**config.mk**
```make
export PLATFORM = sky130hd
export DESIGN_NAME = lieat_exu_div
export DESIGN_NICKNAME = d
export VERILOG_FILES = /design/src/rtl/lieat_exu_div_pkg.sv /design/src/rtl/lieat_exu_div_step.sv /design/src/rtl/lieat_exu_div.sv
export SDC_FILE = /design/constraint.sdc
export NUM_CORES = 1
export LEC_CHECK = 0
export ABC_AREA = 1
export BUFFER_PORTS_ARGS = -buffer_cell sky130_fd_sc_hd__buf_2
export CAP_MARGIN = 10
export CORE_MARGIN = 2
export CORE_UTILIZATION = 55
export CTS_CLUSTER_DIAMETER = 100
export DETAILED_ROUTE_END_ITERATION = 10
export PLACE_DENSITY = 0.77
export SLEW_MARGIN = 20
export SYNTH_ARGS = -nofsm -noshare
export SYNTH_HDL_FRONTEND = slang
export SYNTH_SLANG_ARGS = --single-unit
```
**constraint.sdc**
```tcl
create_clock -name clock -period 3.55 [get_ports clock]
set_input_delay 0 -clock clock [delete_from_list [all_inputs] [get_ports clock]]
set_output_delay 0 -clock clock [all_outputs]
set_load 0.1 [all_outputs]
```
**src/rtl/lieat_exu_div_pkg.sv**
```systemverilog
// Shared definitions for the iterative radix-2 non-restoring divider.
// Optional feature macro: LIEAT_DIV_SHORTCUT_EN (early exit when |dividend| < |divisor|).
package lieat_exu_div_pkg;

  // Operand/result width; the divider iterates once per bit.
  localparam int XLEN      = 32;
  localparam int DIV_CNT_W = 6;

  // Bit positions of the one-hot state vector.
  localparam int ST_IDLE_BIT = 0;
  localparam int ST_CYC_BIT  = 1;
  localparam int ST_FIX_BIT  = 2;
  localparam int ST_OUT_BIT  = 3;

  typedef enum logic [3:0] {
    ST_IDLE = 4'b0001,
    ST_CYC  = 4'b0010,
    ST_FIX  = 4'b0100,
    ST_OUT  = 4'b1000
  } div_state_e;

  // Divide-by-zero quotient and the one dividend that can overflow a signed divide.
  localparam logic [XLEN-1:0] DIV_ZERO_QUOT = {XLEN{1'b1}};
  localparam logic [XLEN-1:0] DIV_OVF_DVD   = {1'b1, {(XLEN-1){1'b0}}};

  // Two's-complement magnitude of v when neg is set.
  function automatic logic [XLEN-1:0] div_abs(input logic [XLEN-1:0] v, input logic neg);
    logic [XLEN-1:0] r;
    if (neg) begin
      r = (~v) + {{(XLEN-1){1'b0}}, 1'b1};
    end else begin
      r = v;
    end
    return r;
  endfunction

endpackage

```
**src/rtl/lieat_exu_div_step.sv**
```systemverilog
// One combinational non-restoring division iteration on {P,Q}.
// Kept stand-alone so two copies can be chained for a radix-4 variant.
module lieat_exu_div_step
  import lieat_exu_div_pkg::*;
(
  input  logic [XLEN:0]   p_i,
  input  logic [XLEN-1:0] q_i,
  input  logic [XLEN-1:0] dvs_i,
  output logic [XLEN:0]   p_o,
  output logic [XLEN-1:0] q_o
);

  logic [XLEN:0] p_sh_s;

  // Shift {P,Q} left, then subtract or add the divisor depending on the old sign of P.
  // Intermediate values may wrap, but the result always lies in [-D, D) and fits XLEN+1 bits.
  always_comb begin
    p_sh_s = {p_i[XLEN-1:0], q_i[XLEN-1]};
    if (p_i[XLEN] == 1'b0) begin
      p_o = p_sh_s - {1'b0, dvs_i};
    end else begin
      p_o = p_sh_s + {1'b0, dvs_i};
    end
    q_o = {q_i[XLEN-2:0], ~p_o[XLEN]};
  end

endmodule

```
**src/rtl/lieat_exu_div.sv**
```systemverilog
// Iterative radix-2 non-restoring divider for DIV/DIVU/REM/REMU.
// Optional feature macro: LIEAT_DIV_SHORTCUT_EN. When defined, requests with
// |dividend| < |divisor| complete in one clock; results are identical either way.
module lieat_exu_div
  import lieat_exu_div_pkg::*;
(
  input  logic            clock,
  input  logic            reset,
  input  logic            div_i_valid,
  output logic            div_i_ready,
  input  logic            div_i_signed,
  input  logic [XLEN-1:0] div_i_dividend,
  input  logic [XLEN-1:0] div_i_divisor,
  output logic            div_o_valid,
  input  logic            div_o_ready,
  output logic [XLEN-1:0] div_o_quot,
  output logic [XLEN-1:0] div_o_rem
);

  localparam logic [DIV_CNT_W-1:0] CNT_LAST = DIV_CNT_W'(XLEN - 1);
  localparam logic [DIV_CNT_W-1:0] CNT_ONE  = DIV_CNT_W'(1);

  div_state_e           state_q, state_d;
  logic [DIV_CNT_W-1:0] cnt_q, cnt_d;
  logic [XLEN:0]        p_q, p_d;
  logic [XLEN-1:0]      q_q, q_d;
  logic [XLEN-1:0]      dvs_q, dvs_d;
  logic                 quot_neg_q, quot_neg_d;
  logic                 rem_neg_q, rem_neg_d;
  logic [XLEN-1:0]      quot_q, quot_d;
  logic [XLEN-1:0]      rem_q, rem_d;

  logic                 accept_s;
  logic                 neg_dvd_s, neg_dvs_s;
  logic [XLEN-1:0]      abs_dvd_s, abs_dvs_s;
  logic                 dvz_s, ovf_s, short_s;
  logic [XLEN:0]        p_step_s, p_fix_s;
  logic [XLEN-1:0]      q_step_s;

  // Handshake flags come straight from registered state bits.
  assign div_i_ready = state_q[ST_IDLE_BIT];
  assign div_o_valid = state_q[ST_OUT_BIT];
  assign div_o_quot  = quot_q;
  assign div_o_rem   = rem_q;

  assign accept_s  = div_i_valid & div_i_ready;
  assign neg_dvd_s = div_i_signed & div_i_dividend[XLEN-1];
  assign neg_dvs_s = div_i_signed & div_i_divisor[XLEN-1];
  assign abs_dvd_s = div_abs(div_i_dividend, neg_dvd_s);
  assign abs_dvs_s = div_abs(div_i_divisor, neg_dvs_s);
  assign dvz_s     = (div_i_divisor == {XLEN{1'b0}});
  assign ovf_s     = div_i_signed & (div_i_dividend == DIV_OVF_DVD) &
                     (div_i_divisor == {XLEN{1'b1}});

`ifdef LIEAT_DIV_SHORTCUT_EN
  assign short_s = (abs_dvd_s < abs_dvs_s) & ~dvz_s;
`else
  assign short_s = 1'b0;
`endif

  lieat_exu_div_step u_step (
    .p_i   (p_q),
    .q_i   (q_q),
    .dvs_i (dvs_q),
    .p_o   (p_step_s),
    .q_o   (q_step_s)
  );

  // Final remainder restore: a negative partial remainder gets |divisor| added back.
  always_comb begin
    if (p_q[XLEN] == 1'b1) begin
      p_fix_s = p_q + {1'b0, dvs_q};
    end else begin
      p_fix_s = p_q;
    end
  end

  // Next-state and datapath update for IDLE/CYC/FIX/OUT.
  always_comb begin
    state_d    = state_q;
    cnt_d      = cnt_q;
    p_d        = p_q;
    q_d        = q_q;
    dvs_d      = dvs_q;
    quot_neg_d = quot_neg_q;
    rem_neg_d  = rem_neg_q;
    quot_d     = quot_q;
    rem_d      = rem_q;
    case (state_q)
      ST_IDLE: begin
        if (accept_s) begin
          dvs_d      = abs_dvs_s;
          quot_neg_d = neg_dvd_s ^ neg_dvs_s;
          rem_neg_d  = neg_dvd_s;
          cnt_d      = {DIV_CNT_W{1'b0}};
          p_d        = {(XLEN+1){1'b0}};
          q_d        = abs_dvd_s;
          if (dvz_s) begin
            state_d = ST_OUT;
            quot_d  = DIV_ZERO_QUOT;
            rem_d   = div_i_dividend;
          end else if (ovf_s) begin
            state_d = ST_OUT;
            quot_d  = DIV_OVF_DVD;
            rem_d   = {XLEN{1'b0}};
          end else if (short_s) begin
            state_d = ST_OUT;
            quot_d  = {XLEN{1'b0}};
            rem_d   = div_i_dividend;
          end else begin
            state_d = ST_CYC;
          end
        end else begin
          state_d = ST_IDLE;
        end
      end
      ST_CYC: begin
        p_d = p_step_s;
        q_d = q_step_s;
        if (cnt_q == CNT_LAST) begin
          state_d = ST_FIX;
          cnt_d   = {DIV_CNT_W{1'b0}};
        end else begin
          state_d = ST_CYC;
          cnt_d   = cnt_q + CNT_ONE;
        end
      end
      ST_FIX: begin
        state_d = ST_OUT;
        if (quot_neg_q) begin
          quot_d = (~q_q) + {{(XLEN-1){1'b0}}, 1'b1};
        end else begin
          quot_d = q_q;
        end
        if (rem_neg_q) begin
          rem_d = (~p_fix_s[XLEN-1:0]) + {{(XLEN-1){1'b0}}, 1'b1};
        end else begin
          rem_d = p_fix_s[XLEN-1:0];
        end
      end
      ST_OUT: begin
        if (div_o_ready) begin
          state_d = ST_IDLE;
        end else begin
          state_d = ST_OUT;
        end
      end
      default: begin
        state_d = ST_IDLE;
      end
    endcase
  end

  // State, counter, datapath and result registers; reset discards any work in flight.
  always_ff @(posedge clock or negedge reset) begin
    if (!reset) begin
      state_q    <= ST_IDLE;
      cnt_q      <= {DIV_CNT_W{1'b0}};
      p_q        <= {(XLEN+1){1'b0}};
      q_q        <= {XLEN{1'b0}};
      dvs_q      <= {XLEN{1'b0}};
      quot_neg_q <= 1'b0;
      rem_neg_q  <= 1'b0;
      quot_q     <= {XLEN{1'b0}};
      rem_q      <= {XLEN{1'b0}};
    end else begin
      state_q    <= state_d;
      cnt_q      <= cnt_d;
      p_q        <= p_d;
      q_q        <= q_d;
      dvs_q      <= dvs_d;
      quot_neg_q <= quot_neg_d;
      rem_neg_q  <= rem_neg_d;
      quot_q     <= quot_d;
      rem_q      <= rem_d;
    end
  end

endmodule

```
==> metrics.md, run 1 <==
| Metric | Value |
|---|---|
| Worst r2r dst | `div_o_rem[30]$_DFFE_PN0P_` |
| CP Capture Type | `flip-flop` |
| Die area | `around 30000 um^2` |
| Die W | `173 um` |
| Clk root buf | `clkbuf_16` |
| Chip height | `173 um` |
| Max incr delay on CP | `450 ps` |
| WL final | `56500 um` |
| Core footprint | `27900 um^2` |
| Status | `finished, final reports clean` |
| HPWL Detailed | `42800 um` |
| Layout Skew | `14.7 ps` |
| RSZ-0062 raised after global routing | `yes` |
| Leakage | `9.71 nW` |
| Maximum VDD drop | `0.000790 V` |
| Period utilisation layout | `0.961` |
| Max-slew violation count | `0` |
| DP Area | `between 15000 and 20000 um^2` |
| Worst Hold Endpoint | `div_o_rem[3]$_DFFE_PN0P_` |
| Post-Syn Area per Cell | `around 6.6 um^2` |
| Cell area after synthesis | `15700 um^2` |
| CP startpoint kind | `flip-flop` |
| Vias | `17700` |
| Initial drt markers | `1744` |
| Register share of total power | `0.178` |
| Number of global-route vias before repair | `between 15000 and 20000` |
| Finished Layout Cells | `3030` |
| Share of post-route cells with drive strength above 1 | `0.172` |
| RR Startpoint | `dvs_q[1]$_DFFE_PN0P_` |
| Fmax | `293 MHz` |
| Final setup vio count | `0` |
| GRT overflow | `0` |
| Vias per cell | `5.85` |
| CP cell instances | `buf_4, buf_4, buf_4, fa_1, buf_4, nand3_1, nand2_1, nand3_1, nand3_2, nand2_2, nand2_1, nand2_1, nand3_1, nand2_2, nand2_1, nor2_1, nand3_2, nand2_2, nand2_1, nand2_1, nand3_1, a21boi_1` |
| Clock power share | `0.092` |
| Hold Crit Class | `primary input to flip-flop` |
| Final Hold Vio Count | `0` |
| Ant diodes | `0` |
| All-Layer GR Usage | `0.375` |
| Cell-internal power | `about 8.8 mW` |
| Slowest-stage cell, CP | `fa_1` |
| Switch Pwr | `12.3 mW` |
| Final design utilization | `0.683` |
| Max FO, Critical Path | `3` |
| Maxcap violations | `0` |
| Async set-or-reset flop fraction in the synthesized netlist | `1.00` |
| Pwr Total | `21.2 mW` |
| H-tree Lvls | `4` |
| Clock Pin Slew Worst Setup and Hold Paths | `80 ps` |
| Distinct cells, synth | `68` |
| Wire length per cell | `18.6 um` |
| Drt pass-1 iters | `5` |
| Slew margin rel. | `0.346` |
| Clock Latency Late Sink | `460 ps` |
| Post-synth EDFFs | `0` |
| Switching share of power | `0.583` |
| Commonest non-fill, non-tap cell in the layout | `nand2_1` |
| Initial Util | `0.562` |
| Yosys Warn Count | `0` |
| R2R cell count | `22` |
| Hold Path Cell Cnt | `5` |
| Row cnt | `61` |
| Clock tree buffer depth | `2` |
| Final nets | `between 2000 and 3000` |
| RD Place Congestion | `approximately 1.0` |
| Commonest register cell after synthesis | `dfrtp_1` |
| IO Port Bufs | `~130` |
| CTS tree | `yes` |
| Final min period | `3410 ps` |
| Comb pwr share | `0.730` |
| Inserted Clock Buffers | `17` |
| R2r setup slk | `approximately 140 ps` |
| Register area share after synthesis | `0.276` |
| Initial antenna violation count | `0` |
| Pin count of the biggest net entering global routing | `93` |
| Post-route ant nets | `0` |
| Layout area overhead | `21.5%` |
| Mapped Nets | `2531` |
| Commonest non-fill, non-tap cells in the layout | `nand2_1 (619), inv_1 (318), nor2_1 (198)` |
| DR DRC count | `0` |
| Final Cell Area | `between 15000 and 20000 um^2` |
| Crit Path Category | `flip-flop to flip-flop` |
| Fillers | `2452` |
| Clk sinks | `~170` |
| Syn Inst Count | `between 2000 and 2500` |
| WP data required | `3930 ps` |
| Worst EP arrival | `3790 ps` |
| Tightest Pin Transition | `972 ps` |
| Cell Pwr Density | `1110 nW/um^2` |
| Worst path most repeated cell | `nand2_1` |
| First-pass GRT wire length | `89500 um` |
| # IOs | `135` |
| Number of cells after detailed placement | `roughly 2900` |
| HP Start | `div_i_dividend[3]` |
| Post-synthesis register bit count | `~170` |
[worst max-delay path: cells and delay by family, from the launching register on]
kind,cells,cell delay [ps]
buffers and inverters,4,570
and+or+nand+nor,16,1710
AOI/OAI and AO/OA,1,210
DFF,1,400
adders and majority gates,1,450
[routing by layer]
layer | part of all wire | routed length, um | track usage | vias to the layer above
met5 | 0 | 0 | 0 | -
met4 | 0.038 | 2160 | 0.146 | 0
met3 | 0.084 | 4720 | 0.0504 | 139
met2 | 0.45 | 25300 | 0.597 | 851
met1 | 0.43 | 24300 | 0.517 | 8328
li1 | - | - | - | 8397
[layout make-up]
class                      count  area [um^2]  share of cell area
clock buffer                  17          425              0.0223
clock inverter                15          176             0.00925
inverter                     334         1260              0.0662
multi-input combinational   1812        10300               0.537
sequential                   173         4330               0.227
tap                          378          473              0.0248
timing repair buffer         301         2160               0.113
[cells by family (layout without fill, tap and decap cells)]
| kind of cell | count (synthesis) | in the layout | share of synthesized area |
|---|---|---|---|
| fa+ha+maj | 72 | 72 | 0.0583 |
| simple gates | 1205 | 1205 | 0.337 |
| xor+xnor | 94 | 94 | 0.0524 |
| buf+inv | 405 | 667 | 0.103 |
| compound gates | 441 | 441 | 0.174 |
| flops | 173 | 173 | 0.276 |
[state kept, by name, indices dropped and copies added (netlist names)]
register and count:
state_q 4, div_o_rem 32, dvs_q 32, div_o_quot 32, rem_neg_q 1, quot_neg_q 1
cnt_q 6, q_q 32, p_q 33
[what timing repair did]
item / 4_1_cts / 5_1_grt
hold buffers: 67 / 0
buffers inserted: 8 / 11
gates resized for setup: 30 / 112
setup endpoints to repair: 10 / 28
pin swaps: 18 / 61
hold endpoints to repair: 216 / 0
[how the worst max path moves through the flow]
stage	start	end	slack [ps]	cells after the start
2_1_floorplan	p_q[32]$_DFFE_PN0P_	p_q[32]$_DFFE_PN0P_	7	23
3_3_place_gp	dvs_q[1]$_DFFE_PN0P_	q_q[0]$_DFFE_PN0P_	-170	21
3_5_place_dp	dvs_q[1]$_DFFE_PN0P_	q_q[0]$_DFFE_PN0P_	-290	21
4_1_cts	dvs_q[1]$_DFFE_PN0P_	q_q[0]$_DFFE_PN0P_	-40	25
5_1_grt	dvs_q[4]$_DFFE_PN0P_	q_q[0]$_DFFE_PN0P_	-60	19
6_report	dvs_q[1]$_DFFE_PN0P_	div_o_rem[30]$_DFFE_PN0P_	140	22
[stage by stage]
stage	setup slack (ps)	TNS, ps	hold slack, ps
after detailed placement	-291	-2060	-50.3
after floorplan	6.56	0	-296
after CTS	-36.3	-75.0	0.624
after global placement	-168	-503	-54.5
final	137	0	3.21
after global routing	-60.7	-409	39.6
[synthesized netlist by cell type (18+ instances only)]
cell       count  share of area
nand2_1      641           0.15
inv_1        325          0.078
nor2_1       215          0.051
nand3_1      186          0.059
dfrtp_1      172           0.27
o21ai_0      148          0.047
a21oi_1      138          0.044
ha_1          70          0.056
xor2_1        65          0.036
clkbuf_1      45          0.011
nand4_1       39          0.016
nor3_1        35          0.011
a2bb2oi_1     30          0.017
o221ai_1      29          0.016
xnor2_1       29          0.016
or2_2         18         0.0072
[power groups by stage]
stage	registers (mW)	clock network (mW)	logic (mW)
final	3.78	1.95	15.5
after global routing	3.86	2.03	16.8
after CTS	3.69	1.95	14.3
after detailed placement	3.72	0	14.0
after global placement	3.68	0	13.8
after floorplan	5.52	0	8.31
(Power assumes the default switching activity.)
==> run 2: changes to the inputs <==
SYNTH_HIERARCHICAL = 1   (was not set)
clock period = 3.1 ns   (was 3.55 ns; I/O delays follow)
==> run 2 against run 1 <==
Against the previous run:
- hold slack better by 31 ps
- fmax increased by 13%
- combinational power grew 9%
- die area grew 6.9%
- largest power group unchanged
- critical path type unchanged
- largest cell class unchanged
- wire length rose by 9.4%
- setup slack worse by 57 ps
- cell count increased by 11%
==> metrics.md, run 2 <==
| Metric | Value |
|---|---|
| Initial Util | `0.554 (-0.00816)` |
| Clock Pin Slew Worst Setup and Hold Paths | `70 ps (about the same)` |
| Drt pass-1 iters | `6 (+1)` |
| Met1 Usage GRT | `0.548 (+0.0305)` |
| Max reg flops | `33 (unchanged)` |
| Pin count of the biggest net entering global routing | `73 (-22%)` |
| Commonest register cell after synthesis | `dfrtp_1` |
| Die area | `32000 um^2 (+6.9%)` |
| Inserted Clock Buffers | `17 (unchanged)` |
| Worst EP arrival | `3410 ps (-380 ps)` |
| Leakage | `10.8 nW (+11%)` |
| Cell-internal power | `10.0 mW (+14%)` |
| Post-Syn Area per Cell | `6.22 um^2 (-5.3%)` |
| RD Place Congestion | `0.990 (-0.96%)` |
| First-pass GRT wire length | `93900 um (+4.9%)` |
| Finished Layout Cells | `3350 (+11%)` |
| Fmax | `331 MHz (+13%)` |
| Syn Inst Count | `2702 (+13%)` |
| Final nets | `3086 (+11%)` |
| Layout area overhead | `20.8%` |
| Commonest non-fill, non-tap cell in the layout | `nand2_1` |
| Largest cells by area after synthesis | `dfrtp_1 (26%), nand2_1 (20%), inv_1 (8.1%)` |
| Post-synthesis register bit count | `173 (unchanged)` |
| DR DRC count | `0 (unchanged)` |
| Clock power share | `0.094 (+0.002)` |
| Vias | `19100 (+7.7%)` |
| Slowest-stage cell, CP | `fa_2` |
| Fillers | `2772 (+13%)` |
| Met3 Usage GRT | `0.0785 (+0.0281)` |
| Tightest Pin Transition | `697 ps (-275 ps)` |
| Final setup vio count | `0 (unchanged)` |
| Commonest non-fill, non-tap cells in the layout | `nand2_1 (840), inv_1 (360), nor2_1 (216)` |
| Period utilisation layout | `0.974 (+0.0129)` |
| Share of post-route cells with drive strength above 1 | `0.184 (+0.0123)` |
| Worst Path Buf+Inv | `3 (-1)` |
| Die W | `179 um (+3.4%)` |
| CP Capture Type | `flip-flop` |
| Switching share of power | `0.566 (-0.0173)` |
| Final design utilization | `0.669 (-0.0140)` |
| H-tree Lvls | `4 (unchanged)` |
| Clock Latency Late Sink | `450 ps (about the same)` |
| Switch Pwr | `13.1 mW (+5.9%)` |
| Status | `finished, final reports clean` |
| Final min period | `3020 ps (-393 ps)` |
| Max FO, Critical Path | `4 (+1)` |
| # IOs | `135 (unchanged)` |
| Storage element area | `4340 um^2 (+0.17%)` |
| Core footprint | `30300 um^2 (+8.6%)` |
| CTS tree | `yes` |
| IO Port Bufs | `134 (unchanged)` |
| Yosys Warn Count | `6 (+6)` |
| Max-slew violation count | `0 (unchanged)` |
| Area occupied by multi-input gates | `11100 um^2 (+8.5%)` |
| Register share of total power | `0.175 (-0.003)` |
| Cell area after synthesis | `16800 um^2 (+7.1%)` |
| Worst path most repeated cell | `nand2_1` |
| WP data required | `3490 ps (-440 ps)` |
| All-Layer GR Usage | `0.382 (+0.00746)` |
| Crit Path Category | `flip-flop to flip-flop` |
| Row cnt | `64 (+4.9%)` |
| Number of global-route vias before repair | `17400 (+2.9%)` |
| Register area share after synthesis | `0.258 (-0.0182)` |
| Distinct cells, synth | `58 (-15%)` |
| Clk root buf | `clkbuf_16` |
| RSZ-0062 raised after global routing | `yes` |
| Clock tree buffer depth | `2 (unchanged)` |
| Post-synth EDFFs | `0 (unchanged)` |
| Initial antenna violation count | `1 (+1)` |
| Maximum VDD drop | `0.000907 V (+15%)` |
| CP startpoint kind | `flip-flop` |
| Top delay family on crit path | `simple AND/OR/NAND/NOR gates` |
| Max incr delay on CP | `430 ps (-20 ps)` |
| Hold Crit Class | `primary input to flip-flop` |
| Cell type with the largest total area after synthesis | `dfrtp_1` |
| GR peak layer | `met2` |
| Final Hold Vio Count | `0 (unchanged)` |
| Number of cells after detailed placement | `3244 (+11%)` |
| Clk sinks | `173 (unchanged)` |
| Top-count cell post-synth | `nand2_1` |
| Most frequent cells after synthesis | `nand2_1 (879), inv_1 (365), nor2_1 (234), nand3_1 (215), dfrtp_1 (172)` |
| Maxcap violations | `0 (unchanged)` |
| Chip height | `179 um (+3.4%)` |
| Cell Pwr Density | `1140 nW/um^2 (+2.6%)` |
| Slew margin rel. | `0.535 (+0.189)` |
| CP cell instances | `buf_6, ha_4, fa_2, nand2_1, o21ai_1, inv_1, ha_2, inv_2, nor2_4, nand3_2, nor2_2, nand2_2, nor2_4, nand4_1, o21ai_2, nand2_1, nand2_1, nand3_1, nand2_1` |
| Mapped Nets | `2844 (+12%)` |
| GRT overflow | `0 (unchanged)` |
| Post-synth top area share | `0.256 (-0.0181)` |
| Initial drt markers | `1975 (+13%)` |
| Comb pwr share | `0.731 (about the same)` |
| Wire length per cell | `18.4 um (-1.1%)` |
| HPWL Detailed | `47900 um (+12%)` |
| Met2 Use GR | `0.570 (-0.0265)` |
| Pwr Total | `23.1 mW (+9.2%)` |
| Post-route ant nets | `0 (unchanged)` |
| Async set-or-reset flop fraction in the synthesized netlist | `1.00 (unchanged)` |
| Vias per cell | `5.70 (-2.5%)` |
| Largest Register | `p_q` |
| Layout Skew | `12.1 ps (-2.59 ps)` |
| WL final | `61800 um (+9.4%)` |
[run 2: cell types whose count changed in the layout (fill, tap and decap cells not counted), sizes merged, moves of 10 or more]
| cell | change |
|---|---|
| nand3 | +26 |
| nor2 | +25 |
| nand2 | +271 |
| o22ai | -10 |
| or2 | -12 |
| a2bb2oi | -21 |
| a21oi | -49 |
| buf | +23 |
| a22oi | +15 |
| xnor2 | -17 |
| inv | +51 |
| o211ai | +13 |
[run 2: cell families after synthesis]
logic type,after synthesis,synth area share
flip-flops,173,0.258
AND/OR/NAND/NOR,1513,0.389
XOR/XNOR,79,0.0412
AO/OA/AOI/OAI,375,0.136
adder cells (fa/ha/maj),73,0.0552
buffers and inverters,489,0.122
[run 2: worst paths after layout]
| kind | startpoint | to | slack [ps] | cells after the start |
|---|---|---|---|---|
| setup reg to reg | dvs_q[0]$_DFFE_PN0P_ | div_o_rem[26]$_DFFE_PN0P_ | 80 | 19 |
| hold / removal | div_i_dividend[0] | q_q[0]$_DFFE_PN0P_ | 30 | 3 |
| setup / recovery | dvs_q[0]$_DFFE_PN0P_ | div_o_rem[26]$_DFFE_PN0P_ | 80 | 19 |
| max in group asynchronous | reset | div_o_rem[31]$_DFFE_PN0P_ | 2070 | 3 |
| min in group asynchronous | reset | div_o_rem[21]$_DFFE_PN0P_ | 100 | 2 |
| hold reg to reg | div_o_quot[1]$_DFFE_PN0P_ | div_o_quot[1]$_DFFE_PN0P_ | 500 | 2 |
[run 2: worst reg2reg max path, delay by kind of cell, from the launching register on]
kind | cells | cell delay, ps
buf+inv | 3 | 280
fa+ha+maj | 3 | 800
flops | 1 | 410
compound gates | 2 | 320
simple gates | 11 | 1150
[run 2: final cells by class]
class | count | share of cell area
inverters | 388 | 0.0719
flip-flops and latches | 173 | 0.214
diodes | 1 | 0.000123
well taps | 396 | 0.0244
clock buffers | 19 | 0.0223
clock inverters | 9 | 0.00548
repair buffers | 324 | 0.114
multi-input cells | 2040 | 0.548
[run 2: metrics by stage]
step                      hold slack (ps)  area (um^2)  TNS, ps  setup WS (ps)
final                                34.5        20300        0           80.0
after global routing                 37.2        20300     -774           -117
after CTS                            13.9        19600        0           15.2
after detailed placement             48.8        18300     -151          -65.8
after global placement               62.2        18300    -44.1          -23.3
after floorplan                      -296        16800        0            353
[run 2: power groups by stage]
stage / registers, mW / logic, mW / clock network, mW
2_1_floorplan: 4.61 / 9.97 / 0
3_3_place_gp: 3.94 / 14.9 / 0
3_5_place_dp: 3.97 / 15.1 / 0
4_1_cts: 3.94 / 15.3 / 2.19
5_1_grt: 4.11 / 18.5 / 2.27
6_report: 4.04 / 16.9 / 2.17
[run 2: routing by layer]
metal  routed length [um]  vias up
met5                    0        -
met4                 1930        0
met3                 5790      137
met2                26200      928
met1                27800     8861
li1                     -     9161
[run 2: repair_timing]
item | in CTS | in global routing
endpoints found under the setup margin | 4 | 41
resized for setup | 5 | 166
buffers inserted | 0 | 10
cloned | 0 | 0
hold endpoints to repair | 135 | 0
pin swaps | 0 | 45
hold buffers | 67 | 0
==> run 3: changes to the inputs <==
SYNTH_HIERARCHICAL = not set   (was 1)
==> run 3 against run 2 <==
Against the previous run:
- the run now ends with negative setup slack left
- register-to-register slack worse by 550 ps
- via count decreased by 0.95%
- setup slack got worse by 550 ps
- critical endpoint is now p_q[31]$_DFFE_PN0P_
- largest cell class unchanged
==> metrics.md, run 3 (synthesized netlist as in run 1, its figures left out) <==
| Metric | Value |
|---|---|
| Crit Path Category | `flip-flop to flip-flop` |
| Period utilisation layout | `1.15 (+0.179)` |
| Hold slack | `20.0 ps (-14.4 ps)` |
| Die W | `173 um (-3.3%)` |
| Clock tree buffer depth | `2 (unchanged)` |
| CP cell instances | `inv_2, nand3_2, nor2_2, inv_2, nor2_4, nand2_2, nor3_4, nand3_2, nor3_2, buf_4, inv_4, o31ai_4, xnor2_2, ha_4, nand2_4, o21a_1, nor3_2, a211oi_2, nand2_2, nand2_2, nand3_2, buf_6, o21ai_2, o21ai_1` |
| Commonest non-fill, non-tap cell in the layout | `nand2_1` |
| CTS tree | `yes` |
| Number of global-route vias before repair | `17700 (+1.9%)` |
| IO Port Bufs | `134 (unchanged)` |
| HP Start | `div_i_dividend[1]` |
| Pin count of the biggest net entering global routing | `70 (-4.1%)` |
| Die area | `29900 um^2 (-6.5%)` |
| Final min period | `3570 ps (+554 ps)` |
| WP data required | `3420 ps (-70 ps)` |
| Final Hold Vio Count | `0 (unchanged)` |
| R2R cell count | `24 (+5)` |
| Clk root buf | `clkbuf_16` |
| All-Layer GR Usage | `0.383 (+0.00104)` |
| Final setup vio count | `23 (+23)` |
| GRT overflow | `0 (unchanged)` |
| Failing checks | `negative setup slack` |
| RD Place Congestion | `0.987 (-0.30%)` |
| Initial Util | `0.562 (+0.00816)` |
| Max incr delay on CP | `400 ps (-30 ps)` |
| Vias | `18900 (-0.95%)` |
| Status | `finished, violations left` |
| CP startpoint | `dvs_q[0]$_DFFE_PN0P_` |
| # IOs | `135 (unchanged)` |
| H-tree Lvls | `4 (unchanged)` |
| Vias per cell | `5.93 (+4.1%)` |
| Clock Latency Late Sink | `460 ps (about the same)` |
| Worst setup margin | `-474 ps (-554 ps)` |
| Tightest Pin Transition | `841 ps (+144 ps)` |
| WL final | `61400 um (-0.53%)` |
| RR Startpoint | `dvs_q[0]$_DFFE_PN0P_` |
| Layout area overhead | `36.6%` |
| Hold Crit Class | `primary input to flip-flop` |
| Fmax | `280 MHz (-15%)` |
| Chip height | `173 um (-3.3%)` |
| Maxcap violations | `0 (unchanged)` |
| Slew margin rel. | `0.439 (-0.0965)` |
| Share of post-route cells with drive strength above 1 | `0.289 (+0.104)` |
| Slowest-stage cell, CP | `dfrtp_1` |
| Inserted Clock Buffers | `17 (unchanged)` |
| Clock Pin Slew Worst Setup and Hold Paths | `90 ps (+20 ps)` |
| Post-route ant nets | `0 (unchanged)` |
| Max FO, Critical Path | `5 (+1)` |
| Worst EP arrival | `3900 ps (+490 ps)` |
| Max reg flops | `33 (unchanged)` |
| Worst setup path endpoint | `p_q[31]$_DFFE_PN0P_` |
| Worst r2r dst | `p_q[31]$_DFFE_PN0P_` |
| Commonest non-fill, non-tap cells in the layout | `nand2_1 (570), inv_1 (310), buf_4 (233)` |
| RSZ-0062 raised after global routing | `yes` |
| Initial antenna violation count | `1 (unchanged)` |
| First-pass GRT wire length | `92200 um (-1.8%)` |
| R2r setup slk | `-470 ps (-550 ps)` |
| CP startpoint kind | `flip-flop` |
| Row cnt | `61 (-4.7%)` |
| Drt pass-1 iters | `7 (+1)` |
| Final nets | `2938 (-4.8%)` |
| Clk sinks | `173 (unchanged)` |
| DR DRC count | `0 (unchanged)` |
| DP Area | `18100 um^2 (-0.83%)` |
| Wire length per cell | `19.3 um (+4.5%)` |
| Initial drt markers | `2400 (+22%)` |
| HPWL Detailed | `43300 um (-9.7%)` |
| Layout Skew | `22.8 ps (+10.6 ps)` |
| CP Capture Type | `flip-flop` |
| Core footprint | `27900 um^2 (-8.0%)` |
| Max-slew violation count | `0 (unchanged)` |
| Largest Register | `p_q` |
| Final Cell Area | `21400 um^2 (+5.6%)` |
## run 3: changes by cell type in the layout (fill, tap and decap cells not counted), moves of 18 or more
cell / delta
nand2_1: -270
a21oi_1: +35
nor2_4: +21
o21ai_0: -35
buf_6: +18
inv_1: -50
buf_4: +117
nand3_1: -51
nor2_1: -49
o21ai_1: +21
## run 3: worst min-delay path by stage
stage / to / depth (start not counted)
finish: q_q[1]$_DFFE_PN0P_ / 5
detailed placement: div_o_rem[22]$_DFFE_PN0P_ / 1
CTS: q_q[1]$_DFFE_PN0P_ / 5
global placement: div_o_rem[25]$_DFFE_PN0P_ / 1
floorplan: cnt_q[0]$_DFFE_PN0P_ / 0
global route: q_q[1]$_DFFE_PN0P_ / 5
## run 3: final cells by class
type | count | area (um^2)
repair buffers | 459 | 3420
diodes | 1 | 2.50
flip-flops and latches | 173 | 4330
well taps | 378 | 473
clock inverters | 13 | 140
clock buffers | 19 | 443
multi-input cells | 1812 | 11400
fillers | 2053 | 6490
inverters | 334 | 1260
## run 3: stage by stage
step                setup WS, ps  std cells   util  setup TNS [ps]
finish                      -474       3189  0.768           -4650
global route                -693       3188  0.768           -9580
CTS                         -296       3162  0.719           -2620
detailed placement          -612       3033  0.650           -7530
global placement            -475       3033  0.650           -5360
floorplan                  -79.1       2390      -            -192
## run 3: per-layer routing
layer / wire [um] / up-vias / GRT usage
met3: 5820 / 244 / 0.0763
met5: 0 / - / 0
met2: 27600 / 1110 / 0.604
li1: - / 8696 / -
met4: 2570 / 0 / 0.153
met1: 25400 / 8856 / 0.518
## run 3: repair_timing
item                                    4_1_cts  5_1_grt
setup buffers                                32       34
gates resized for setup                     127      289
pin swaps                                    68      136
endpoints found under the setup margin       32       51
hold buffers                                 66        0
hold endpoints to repair                    153        0
## run 3: worst max-delay path: cells and delay by family, from the launching register on
| kind | cells | cell delay (ps) |
|---|---|---|
| simple gates | 12 | 1360 |
| compound gates | 5 | 800 |
| xor+xnor | 1 | 170 |
| flops | 1 | 400 |
| fa+ha+maj | 1 | 270 |
| buf+inv | 5 | 430 |
Power of run 3 is not shown: default switching activity piles up to over one toggle a cycle in this logic, so the estimate is an artifact.
